File: config.mk
export PLATFORM = sky130hd
export DESIGN_NAME = fpu_wb_cmd_master
export DESIGN_NICKNAME = d
export VERILOG_FILES = /design/src/rtl/fpu_wb_cmd_master.sv
export SDC_FILE = /design/constraint.sdc
export NUM_CORES = 1
export LEC_CHECK = 0
export ABC_AREA = 1
export CAP_MARGIN = 20
export CORE_MARGIN = 2
export CORE_UTILIZATION = 40
export CTS_CLUSTER_DIAMETER = 120
export DETAILED_ROUTE_END_ITERATION = 10
export PLACE_DENSITY = 0.71
export SETUP_SLACK_MARGIN = 0.3
export SKIP_LAST_GASP = 1
export SLEW_MARGIN = 20
export SYNTH_ARGS = -nofsm -noshare
export SYNTH_HDL_FRONTEND = slang
export SYNTH_SLANG_ARGS = --single-unit
File: constraint.sdc
create_clock -name wb_clk_i -period 2.3 [get_ports wb_clk_i]
set_clock_uncertainty 0.15 [all_clocks]
set_input_delay 0.46 -clock wb_clk_i [delete_from_list [all_inputs] [get_ports wb_clk_i]]
set_output_delay 0.46 -clock wb_clk_i [all_outputs]
set_load 0.005 [all_outputs]
File: src/rtl/fpu_wb_cmd_master.sv
// Wishbone classic initiator that runs one FPU operation per command:
// operand writes, launch, status poll, result/flag readback, valid clear.
module fpu_wb_cmd_master #(
    parameter logic [31:0] BASE_ADDR   = 32'h3000_0000,
    parameter int          ACK_TIMEOUT = 255,
    parameter int          POLL_LIMIT  = 1023
) (
    input  logic        wb_clk_i,
    input  logic        wb_rst_i,
    input  logic        cmd_valid,
    output logic        cmd_ready,
    input  logic [31:0] cmd_a,
    input  logic [31:0] cmd_b,
    input  logic [31:0] cmd_c,
    input  logic [2:0]  cmd_rm,
    input  logic [11:0] cmd_op,
    output logic        rsp_valid,
    input  logic        rsp_ready,
    output logic [31:0] rsp_result,
    output logic [4:0]  rsp_flags,
    output logic        rsp_err,
    output logic        busy,
    output logic        wbm_cyc_o,
    output logic        wbm_stb_o,
    output logic        wbm_we_o,
    output logic [3:0]  wbm_sel_o,
    output logic [31:0] wbm_adr_o,
    output logic [31:0] wbm_dat_o,
    input  logic [31:0] wbm_dat_i,
    input  logic        wbm_ack_i
);

    localparam logic [31:0] OFF_A   = 32'h00;
    localparam logic [31:0] OFF_B   = 32'h04;
    localparam logic [31:0] OFF_C   = 32'h08;
    localparam logic [31:0] OFF_RES = 32'h0C;
    localparam logic [31:0] OFF_FLG = 32'h10;
    localparam logic [31:0] OFF_OP  = 32'h1C;
    localparam logic [31:0] OFF_STS = 32'h20;
    localparam logic [31:0] OFF_RM  = 32'h24;

    localparam int TW = (ACK_TIMEOUT < 2) ? 1 : $clog2(ACK_TIMEOUT);
    localparam int PW = $clog2(POLL_LIMIT + 1);

    typedef enum logic [3:0] {
        S_IDLE,
        S_WR_A,
        S_WR_B,
        S_WR_C,
        S_WR_RM,
        S_WR_OP,
        S_POLL,
        S_RD_RES,
        S_RD_FLG,
        S_WR_CLR,
        S_RESP
    } state_t;

    state_t         r_state;
    logic           r_stb;
    logic           r_we;
    logic [3:0]     r_sel;
    logic [31:0]    r_adr;
    logic [31:0]    r_dat;
    logic [TW-1:0]  r_tmo;
    logic [PW-1:0]  r_poll;
    logic [31:0]    r_b;
    logic [31:0]    r_c;
    logic [2:0]     r_rm;
    logic [11:0]    r_op;
    logic [31:0]    r_result;
    logic [4:0]     r_flags;
    logic           r_err;
    logic           r_rsp_valid;

    state_t         w_state_n;
    state_t         w_tgt;
    logic           w_stb_n;
    logic [TW-1:0]  w_tmo_n;
    logic [PW-1:0]  w_poll_n;
    logic [31:0]    w_res_n;
    logic [4:0]     w_flg_n;
    logic           w_err_n;
    logic           w_rv_n;
    logic           w_ld;
    logic           w_start;
    logic           w_abort;
    logic           w_set_we;
    logic [31:0]    w_set_adr;
    logic [31:0]    w_set_dat;

    function automatic state_t f_succ(input state_t s);
        case (s)
            S_WR_A:   f_succ = S_WR_B;
            S_WR_B:   f_succ = S_WR_C;
            S_WR_C:   f_succ = S_WR_RM;
            S_WR_RM:  f_succ = S_WR_OP;
            S_WR_OP:  f_succ = S_POLL;
            S_POLL:   f_succ = S_RD_RES;
            S_RD_RES: f_succ = S_RD_FLG;
            S_RD_FLG: f_succ = S_WR_CLR;
            S_WR_CLR: f_succ = S_RESP;
            default:  f_succ = S_IDLE;
        endcase
    endfunction

    // WR_A only ever starts on the accept cycle, so it drives cmd_a directly.
    always_comb begin
        w_set_we  = 1'b0;
        w_set_adr = BASE_ADDR;
        w_set_dat = 32'h0;
        unique case (w_tgt)
            S_WR_A: begin
                w_set_we  = 1'b1;
                w_set_adr = BASE_ADDR + OFF_A;
                w_set_dat = cmd_a;
            end
            S_WR_B: begin
                w_set_we  = 1'b1;
                w_set_adr = BASE_ADDR + OFF_B;
                w_set_dat = r_b;
            end
            S_WR_C: begin
                w_set_we  = 1'b1;
                w_set_adr = BASE_ADDR + OFF_C;
                w_set_dat = r_c;
            end
            S_WR_RM: begin
                w_set_we  = 1'b1;
                w_set_adr = BASE_ADDR + OFF_RM;
                w_set_dat = {29'b0, r_rm};
            end
            S_WR_OP: begin
                w_set_we  = 1'b1;
                w_set_adr = BASE_ADDR + OFF_OP;
                w_set_dat = {19'b0, 1'b1, r_op};
            end
            S_POLL: begin
                w_set_adr = BASE_ADDR + OFF_STS;
            end
            S_RD_RES: begin
                w_set_adr = BASE_ADDR + OFF_RES;
            end
            S_RD_FLG: begin
                w_set_adr = BASE_ADDR + OFF_FLG;
            end
            S_WR_CLR: begin
                w_set_we  = 1'b1;
                w_set_adr = BASE_ADDR + OFF_OP;
                w_set_dat = {19'b0, 1'b0, r_op};
            end
            default: begin
                w_set_we  = 1'b0;
            end
        endcase
    end

    always_comb begin
        w_state_n = r_state;
        w_tgt     = r_state;
        w_stb_n   = r_stb;
        w_tmo_n   = r_tmo;
        w_poll_n  = r_poll;
        w_res_n   = r_result;
        w_flg_n   = r_flags;
        w_err_n   = r_err;
        w_rv_n    = r_rsp_valid;
        w_ld      = 1'b0;
        w_start   = 1'b0;
        w_abort   = 1'b0;
        unique case (r_state)
            S_IDLE: begin
                if (cmd_valid) begin
                    w_ld      = 1'b1;
                    w_start   = 1'b1;
                    w_tgt     = S_WR_A;
                    w_state_n = S_WR_A;
                    w_err_n   = 1'b0;
                    w_poll_n  = '0;
                end
            end
            S_RESP: begin
                if (rsp_ready) begin
                    w_state_n = S_IDLE;
                    w_rv_n    = 1'b0;
                end
            end
            default: begin
                if (!r_stb) begin
                    w_start = 1'b1;
                end else if (wbm_ack_i) begin
                    w_stb_n   = 1'b0;
                    w_state_n = f_succ(r_state);
                    case (r_state)
                        S_POLL: begin
                            if (!wbm_dat_i[0]) begin
                                w_poll_n = r_poll + 1'b1;
                                if (r_poll == PW'(POLL_LIMIT - 1))
                                    w_abort = 1'b1;
                                else
                                    w_state_n = S_POLL;
                            end
                        end
                        S_RD_RES: w_res_n = wbm_dat_i;
                        S_RD_FLG: w_flg_n = wbm_dat_i[4:0];
                        S_WR_CLR: w_rv_n  = 1'b1;
                        default:  w_rv_n  = r_rsp_valid;
                    endcase
                end else if (r_tmo == TW'(ACK_TIMEOUT - 1)) begin
                    w_abort = 1'b1;
                end else begin
                    w_tmo_n = r_tmo + 1'b1;
                end
            end
        endcase
        // Aborts skip the remaining transfers, including the valid clear.
        if (w_abort) begin
            w_stb_n   = 1'b0;
            w_state_n = S_RESP;
            w_err_n   = 1'b1;
            w_res_n   = 32'h0;
            w_flg_n   = 5'h0;
            w_rv_n    = 1'b1;
        end
        if (w_start) begin
            w_stb_n = 1'b1;
            w_tmo_n = '0;
        end
    end

    always_ff @(posedge wb_clk_i) begin
        if (wb_rst_i) begin
            r_state     <= S_IDLE;
            r_stb       <= 1'b0;
            r_we        <= 1'b0;
            r_sel       <= 4'h0;
            r_adr       <= 32'h0;
            r_dat       <= 32'h0;
            r_tmo       <= '0;
            r_poll      <= '0;
            r_b         <= 32'h0;
            r_c         <= 32'h0;
            r_rm        <= 3'h0;
            r_op        <= 12'h0;
            r_result    <= 32'h0;
            r_flags     <= 5'h0;
            r_err       <= 1'b0;
            r_rsp_valid <= 1'b0;
        end else begin
            r_state     <= w_state_n;
            r_stb       <= w_stb_n;
            r_sel       <= w_stb_n ? 4'hF : 4'h0;
            r_tmo       <= w_tmo_n;
            r_poll      <= w_poll_n;
            r_result    <= w_res_n;
            r_flags     <= w_flg_n;
            r_err       <= w_err_n;
            r_rsp_valid <= w_rv_n;
            if (w_start) begin
                r_we  <= w_set_we;
                r_adr <= w_set_adr;
                r_dat <= w_set_dat;
            end else if (!w_stb_n) begin
                r_we  <= 1'b0;
                r_adr <= 32'h0;
                r_dat <= 32'h0;
            end
            if (w_ld) begin
                r_b  <= cmd_b;
                r_c  <= cmd_c;
                r_rm <= cmd_rm;
                r_op <= cmd_op;
            end
        end
    end

    assign cmd_ready  = (r_state == S_IDLE) && !wb_rst_i;
    assign busy       = (r_state != S_IDLE);
    assign rsp_valid  = r_rsp_valid;
    assign rsp_result = r_result;
    assign rsp_flags  = r_flags;
    assign rsp_err    = r_err;
    assign wbm_cyc_o  = r_stb;
    assign wbm_stb_o  = r_stb;
    assign wbm_we_o   = r_we;
    assign wbm_sel_o  = r_sel;
    assign wbm_adr_o  = r_adr;
    assign wbm_dat_o  = r_dat;

endmodule

==> results of run 1 <==
-- cell type report --
| cell class | instances | share of cell area, % |
|---|---|---|
| Timing Repair Buffer | 297 | 25.60 |
| Clock inverter | 14 | 1.164 |
| Sequential cell | 179 | 30.71 |
| Multi-Input combinational cell | 757 | 32.55 |
| Clock buffer | 18 | 3.749 |
| Inverter | 99 | 3.343 |
| Tap cell | 270 | 2.884 |
-- what timing repair did --
action | CTS | global route
endpoints found under the setup margin | 77 | 133
pin swaps | 2 | 5
setup buffers | 7 | 9
resized for setup | 19 | 50
cloned | 0 | 2
-- routing by layer --
layer / vias to the layer above / GRT usage (%) / part of all wire [%]
li1: 4146 / - / -
met4: 0 / 6.683 / 2.0
met1: 3852 / 29.03 / 44
met2: 275 / 36.52 / 47
met5: - / 0 / 0
met3: 30 / 5.373 / 6.9
-- where the power goes --
part	leakage [nW]	switching (W)	total (W)	internal, W
sequential	1.46	0.000262	0.00388	0.00362
clock	0.280	0.00136	0.00283	0.00147
combinational	2.64	0.00248	0.00441	0.00193
total	4.38	0.00411	0.0111	0.00702
-- worst register-to-register path: stages, from the launching register on --
cell and delay [ns]:
sky130_fd_sc_hd__dfxtp_2 0.35, sky130_fd_sc_hd__inv_4 0.05, sky130_fd_sc_hd__ha_4 0.16, sky130_fd_sc_hd__buf_4 0.14, sky130_fd_sc_hd__nand3_4 0.12, sky130_fd_sc_hd__buf_4 0.26, sky130_fd_sc_hd__inv_2 0.06, sky130_fd_sc_hd__nor2_1 0.19
sky130_fd_sc_hd__nand3_1 0.12, sky130_fd_sc_hd__nand2_1 0.08, sky130_fd_sc_hd__nand2_1 0.05, sky130_fd_sc_hd__a21oi_1 0.12
-- logic make-up after synthesis --
kind of cell / after synthesis / synth area share, %
AND/OR/NAND/NOR: 449 / 25.11
XOR/XNOR: 2 / 0.2132
buffers and inverters: 207 / 12.52
other: 1 / 0.04563
flip-flops: 179 / 43.61
AO/OA/AOI/OAI: 270 / 16.99
adder cells (fa/ha/maj): 10 / 1.523
-- worst max-delay path by stage --
stage,startpoint,endpoint,slack [ns]
2_1_floorplan,r_state[1]$_SDFFE_PP0P_,wbm_dat_o[2]$_SDFFE_PP0P_,0.32
3_3_place_gp,cmd_valid,r_b[17]$_SDFFE_PP0P_,0.007
3_5_place_dp,cmd_valid,r_op[5]$_SDFFE_PP0P_,-0.04
4_1_cts,r_state[0]$_SDFFE_PP0P_,cmd_ready,0.28
5_1_grt,r_state[0]$_SDFFE_PP0P_,wbm_dat_o[23]$_SDFFE_PP0P_,0.25
6_report,wbm_dat_o[30]$_SDFFE_PP0P_,wbm_dat_o[30],0.34
-- metrics by stage --
| step | instance area, µm² | total power [W] | std cells | utilization [%] | hold WS, ns |
|---|---|---|---|---|---|
| 2_1_floorplan | 8314 | 0.006226 | 1143 | - | 0.2795 |
| 3_3_place_gp | 10770 | 0.007690 | 1584 | 53.39 | 0.2873 |
| 3_5_place_dp | 10770 | 0.007741 | 1584 | 53.39 | 0.2917 |
| 4_1_cts | 11450 | 0.01074 | 1623 | 56.77 | 0.3016 |
| 6_report | 11720 | 0.01112 | 1634 | 58.08 | 0.3019 |
| 5_1_grt | 11720 | 0.01177 | 1634 | 58.08 | 0.3212 |
-- registers in the layout, indices dropped and copies added (netlist names) --
| register | cells |
|---|---|
| r_tmo | 8 |
| rsp_err | 1 |
| r_rm | 3 |
| r_poll | 10 |
| r_state | 4 |
| rsp_valid | 1 |
| wbm_adr_o | 5 |
| wbm_sel_o | 1 |
| wbm_we_o | 1 |
| rsp_flags | 5 |
| r_op | 12 |
| rsp_result | 32 |
| wbm_dat_o | 32 |
| r_c | 32 |
| r_b | 32 |
-- cells in the final DEF, fill, tap and decap left out, types with 6 or more instances in the layout --
cell and n:
sky130_fd_sc_hd__a21oi_1 169, sky130_fd_sc_hd__buf_12 10, sky130_fd_sc_hd__buf_4 42, sky130_fd_sc_hd__buf_6 9, sky130_fd_sc_hd__clkbuf_16 19, sky130_fd_sc_hd__clkdlybuf4s50_1 230, sky130_fd_sc_hd__conb_1 26, sky130_fd_sc_hd__dfxtp_1 172
sky130_fd_sc_hd__ha_1 8, sky130_fd_sc_hd__inv_1 88, sky130_fd_sc_hd__inv_2 6, sky130_fd_sc_hd__inv_8 6, sky130_fd_sc_hd__nand2_1 243, sky130_fd_sc_hd__nand2_2 6, sky130_fd_sc_hd__nand3_1 50, sky130_fd_sc_hd__nand4_1 84
sky130_fd_sc_hd__nor2_1 39, sky130_fd_sc_hd__o21ai_0 61, sky130_fd_sc_hd__o21ai_1 6, sky130_fd_sc_hd__o22ai_1 21
==> results.md, run 1 <==
- The number of warnings reported in the yosys synthesis log is 0.
- The routability congestion estimate from global placement is 0.8559.
- The biggest area consumer among synthesized cells is sky130_fd_sc_hd__dfxtp_1.
- The starting density of the core is 40.74%.
- The cell at the slowest stage of the critical path is sky130_fd_sc_hd__clkdlybuf4s50_1.
- The commonest register cell after synthesis is sky130_fd_sc_hd__dfxtp_1.
- The critical path is of the flop to output pin type.
- For the pin with the worst max-slew slack, the measured transition is 0.5447 ns.
- In this run the core area contains 52 standard-cell rows.
- Clock tree synthesis selected as its root buffer the cell sky130_fd_sc_hd__clkbuf_16.
- The number of H-tree levels is 4.
- The fraction of final layout cells sized beyond drive strength 1 is 11.29%.
- The destination of the worst hold path is r_c[20]$_SDFFE_PP0P_.
- The placeable core region is 20170 µm².
- Yosys mapped a number of flops with a built-in enable equal to 0.
- The number of maximum-capacitance violations is 0.
- The number of global-route vias before repair is 7752.
- The capture point of the worst reg-to-reg path is wbm_adr_o[4]$_SDFFE_PP0P_.
- The worst hold path belongs to the class flop to flop.
- The detail-routed via count per cell is 5.081.
- The fraction of synthesis flops using an asynchronous set or reset pin is 0%.
- After detailed routing, the average wire length per cell comes to 15.32 µm.
- A synthesized cell averages 7.351 µm².
- The startpoint identified for the worst hold timing path is r_c[20]$_SDFFE_PP0P_.
- The cell leakage power is 4.379 nW.
- The total wire length after detailed routing is 25.03 mm.
- In this run the vertical extent of the chip is 147.3 µm.
- Data on the critical path arrives at its endpoint at 1.35 ns.
- The highest ir drop seen on vdd is 0.7169 mV.
- The delay of the slowest cell on the worst path is 0.58 ns.
- The hold path depth is 2.
- The count of endpoints failing hold in the final timing report is 0.
- Buffers placed on the I/O ports in this run total 233.
- The reg-to-reg startpoint is r_state[0]$_SDFFE_PP0P_.
- In the synthesized netlist, the cells that appear most often are 246 x sky130_fd_sc_hd__nand2_1, 179 x sky130_fd_sc_hd__dfxtp_1, 174 x sky130_fd_sc_hd__a21oi_1.
- The number of setup violations in the final report is 0.
- The count of distinct cell types in the synthesized netlist is 35.
- The worst setup slack before clock tree synthesis is -0.03895 ns.
- The post-route worst setup slack is 0.3390 ns.
- The count of unresolved DRC violations after routing is 0.
- For the worst setup path, the data required time is 1.69 ns.
- In this run the deepest clock path goes through 2 buffers.
- Of the available clock period, the critical path in the final layout requires 85.26%.
- The startpoint class of the critical path is a flop.
- In this run the register-to-register setup slack is 0.35 ns.
- Headroom to the max-slew limit came out at 63.69%.
- The routed design could run at a clock period as short as 1.961 ns.
- Summing all multi-input logic gate instances after layout gives 3814 µm².
- The number of antenna violations at the first check in global routing was 0.
- Detailed placement ended at an HPWL of 17.39 mm.
- The area fraction of the dominant cell type after synthesis is 43.61%.
- Relative to the synthesized area, the layout overhead comes to 42.55%.
- The antenna diode count is 0.
- The area taken by flip-flops and latches is 3597 µm².
- The logic depth of the worst path, buffers included is 1.
- By area the synthesized netlist is led by sky130_fd_sc_hd__dfxtp_1 44%, sky130_fd_sc_hd__nand2_1 11%, sky130_fd_sc_hd__a21oi_1 11%, sky130_fd_sc_hd__nand4_1 6.4%, sky130_fd_sc_hd__buf_4 4.4%.
- Buffers inserted to repair hold after CTS numbered 0.
- Synthesis handed over a netlist of 1118 instances.
- The kind of capture point of the worst setup path is an output pin.
- For this run, the top clock speed supported by timing is 510.0 MHz.
- Summing the sequential cell areas from Yosys gives 43.61% of the chip area.
- The clock network latency to the later pin of the worst-skew pair is 0.43 ns.
- Broken down by cell family, the worst path's largest delay share belongs to buffers and inverters.
- Power spread over the standard cell area amounts to 949.5 nW/µm².
- The combined global-route utilization of all metal layers is 22.21%.
- TritonCTS built the clock tree.
- Yosys instantiated no cell more often than sky130_fd_sc_hd__nand2_1.
- The first routing iteration left 567 violations.
- The number of buffers created by CTS is 17.
- Clock-pin slew was measured on the worst setup and hold paths at 0.06 ns.
- The number of flip-flops and latches in the synthesized netlist is 179.
- The vias after detailed routing is 8303.
- Summed over all layers, the global routing overflow is 0.
- The run finished with clean final reports.
- The count of antenna-violating nets left after detailed routing is 0.
- Traced cell by cell, the critical path runs through clkdlybuf4s50_1.
- Counting the fill cells in the layout gives 1868.
- Entering global routing, the biggest net connects 81 pins.
- Counting every sink on the clock net gives 179.
- The mapped cell area is 8218 µm².
- The number of pins with negative max-slew slack in the final report came to 0.
- The die span in x is 147.3 µm.
- The worst-case reg-to-reg path depth is 11.
- The die footprint is 21710 µm².
- The total number of nets in the final design is 1509.
- The accumulated negative setup slack is 0 ns.
- Counting both buffers and inverters, the worst setup path holds a total of 1.
- The number of optimization iterations in the first detailed-route pass is 7.
- 260 I/O pins were placed.
- The first global-routing pass estimated 39.03 mm of wire.
- The maximum fanout count along the critical path is 2.
- Setup repair after global routing could not meet its margin everywhere.
No activity file was read; power rests on OpenSTA's default activity.
==> inputs of run 2 (changes only) <==
--- a/config.mk
+++ b/config.mk
@@ -8,10 +8,10 @@
 export ABC_AREA = 1
 export CAP_MARGIN = 20
 export CORE_MARGIN = 2
-export CORE_UTILIZATION = 40
+export CORE_UTILIZATION = 47
 export CTS_CLUSTER_DIAMETER = 120
 export DETAILED_ROUTE_END_ITERATION = 10
-export PLACE_DENSITY = 0.71
+export PLACE_DENSITY = 0.81
 export SETUP_SLACK_MARGIN = 0.3
 export SKIP_LAST_GASP = 1
 export SLEW_MARGIN = 20
==> results.md, run 2 (synthesized netlist as in run 1, its figures left out) <==
- The area of all placed cells without fillers came to 11540 µm² (-1.5%).
- The worst setup slack before clock tree synthesis is -0.05846 ns (-0.01951 ns).
- The post-route worst setup slack is 0.3239 ns (-0.01511 ns).
- The clock network latency to the later pin of the worst-skew pair is 0.43 ns (about the same).
- The number of global-route vias before repair came to 7849 (+1.3%).
- The vias after detailed routing is 8512 (+2.5%).
- The final cell count without fillers is 1576 (-3.5%).
- The number of antenna violations at the first check in global routing is 0 (unchanged).
- The core occupancy in the finished layout is 67.17% (+9.1 points).
- The maximum clock path buffer count came to 2 (unchanged).
- The number of instances in the placed design is 1534 (-3.2%).
- The remaining global-route overflow is 0 (unchanged).
- The worst register-to-register path begins at r_state[0]$_SDFFE_PP0P_.
- The achievable clock frequency is 506.1 MHz (-0.76%).
- The total number of nets in the final design is 1496 (-0.86%).
- The worst setup slack for register-to-register paths was 0.32 ns (-0.03 ns).
- The placeable core region is 17180 µm² (-15%).
- The number of buffer and inverter instances along the worst setup path is 1 (unchanged).
- The library cells used most frequently in the layout, excluding fill and tap cells, are 243 x sky130_fd_sc_hd__nand2_1, 228 x sky130_fd_sc_hd__clkdlybuf4s50_1, 174 x sky130_fd_sc_hd__a21oi_1.
- The number of buffers created by CTS came to 17 (unchanged).
- The final critical-path required period is 1.976 ns (+0.01511 ns).
- The number of maximum-capacitance violations came to 0 (unchanged).
- The quantity of hold-fixing buffers added after cts is 0 (unchanged).
- The kind of path behind the tightest hold check is input port to flop.
- The highest ir drop seen on vdd is 0.8688 mV (+21%).
- The worst setup path is of the flop to output pin kind.
- The initial detailed-routing violation count was 599 (+5.6%).
- The synthesis-to-layout area growth is 40.39%.
- Setup repair after global routing could not meet its margin everywhere.
- The half-perimeter wire length after placement is 17.01 mm (-2.2%).
- The quantity of I/O buffers inserted on ports was 233 (unchanged).
- The die span in x is 136.2 µm (-7.5%).
- The global-route wire length before repair is 39.21 mm (+0.44%).
- The routed wire length per instance was 15.86 µm (+3.5%).
- The detail-routed via count per cell is 5.401 (+6.3%).
- TritonCTS built the clock tree.
- The clock sink count is 179 (unchanged).
- The number of pins with negative max-slew slack in the final report came to 0 (unchanged).
- The count of unresolved DRC violations after routing was 0 (unchanged).
- The die footprint is 18560 µm² (-15%).
- The critical path data arrival time is 1.37 ns (+0.02 ns).
- The overall power consumption is 0.01100 W (-1.1%).
- The cell leakage power is 4.342 nW (-0.83%).
- The endpoint required time on the critical path is 1.69 ns (about the same).
- On the critical path the largest part of the delay comes from buffers and inverters.
- The critical path goes through clkdlybuf4s50_1.
- The commonest non-fill, non-tap cell in the layout is sky130_fd_sc_hd__nand2_1.
- Clock tree synthesis selected as its root buffer the cell sky130_fd_sc_hd__clkbuf_16.
- The total wire length after detailed routing is 25.00 mm (-0.13%).
- The count of endpoints failing hold in the final timing report was 0 (unchanged).
- The critical path startpoint is wbm_adr_o[2]$_SDFFE_PP0P_.
- The fraction of final layout cells sized beyond drive strength 1 is 9.697% (-1.6 points).
- The number of optimization iterations in the first detailed-route pass is 5 (-2).
- The actual transition at the worst max-transition pin is 0.6056 ns (+0.06089 ns).
- The number of H-tree levels is 4 (unchanged).
- The area after detailed placement was 10660 µm² (-0.99%).
- The power density relative to cell area is 953.2 nW/µm² (+0.39%).
- The count of antenna-violating nets left after detailed routing is 0 (unchanged).
- The delay of the slowest cell on the worst path is 0.54 ns (-0.04 ns).
- STA classifies the critical path endpoint as an output pin.
- The count of standard-cell rows came to 48 (-7.7%).
- The share of the cycle needed by the critical path after routing is 85.92% (+0.66 points).
- The routability congestion estimate from global placement came to 0.8671 (+1.3%).
- The worst setup path is launched from a flop.
- The y dimension of the die is 136.2 µm (-7.5%).
- The headroom to the max-slew limit is 59.63% (-4.1 points).
- The run finished with clean final reports.
- The pin count of the biggest net entering global routing was 85 (+4.9%).
- The antenna diode count is 0 (unchanged).
- The boundary pin count is 260 (unchanged).
- The clock-pin slew on the worst setup and hold paths is 0.07 ns (about the same).
- The maximum fanout count along the critical path is 2 (unchanged).
- The largest individual stage delay along the critical path comes from the cell sky130_fd_sc_hd__clkdlybuf4s50_1.
- The startpoint of the worst hold path is wb_rst_i.
- The number of setup violations in the final report is 0 (unchanged).
- The combined global-route utilization of all metal layers came to 26.56% (+4.3 points).
- The starting density of the core is 47.84% (+7.1 points).
## run 2: metal layers
| layer | global-route usage [%] | up-vias | share of wire (%) | wire length [µm] |
|---|---|---|---|---|
| met5 | 0 | - | 0 | 0 |
| met4 | 7.928 | 0 | 1.8 | 442 |
| met3 | 6.823 | 40 | 7.9 | 1975 |
| met2 | 44.70 | 373 | 49 | 12260 |
| met1 | 33.47 | 3972 | 41 | 10320 |
| li1 | - | 4127 | - | - |
## run 2: repair_timing
item / CTS / global route
gates resized for setup: 21 / 34
pin swaps: 2 / 4
setup endpoints to repair: 74 / 137
setup buffers: 2 / 7
gates cloned: 1 / 0
## run 2: area by class of cell
| cell class | count | area, µm² |
|---|---|---|
| Clock buffer | 19 | 442.9 |
| Clock inverter | 13 | 173.9 |
| Fill cell | 1452 | 5639 |
| Inverter | 99 | 385.4 |
| Multi-Input combinational cell | 757 | 3799 |
| Sequential cell | 179 | 3593 |
| Tap cell | 225 | 281.5 |
| Timing Repair Buffer | 284 | 2861 |
## run 2: per-stage QoR
stage | hold WS, ns | setup TNS, ns
CTS | 0.1524 | 0
global placement | 0.2878 | 0
floorplan | 0.2795 | 0
finish | 0.1682 | 0
detailed placement | 0.2919 | -1.127
global route | 0.1663 | 0
## run 2: power by group
| part | internal [W] | switching (W) |
|---|---|---|
| clock network | 0.00176 | 0.00127 |
| registers | 0.00362 | 0.000263 |
| logic | 0.00170 | 0.00238 |
## run 2: path summary, 6_finish.rpt
path / cells after the start / endpoint
max: 1 / wbm_adr_o[2]
min: 2 / wbm_dat_o[11]$_SDFFE_PP0P_
max reg2reg: 11 / wbm_dat_o[15]$_SDFFE_PP0P_
min reg2reg: 2 / rsp_valid$_SDFFE_PP0P_
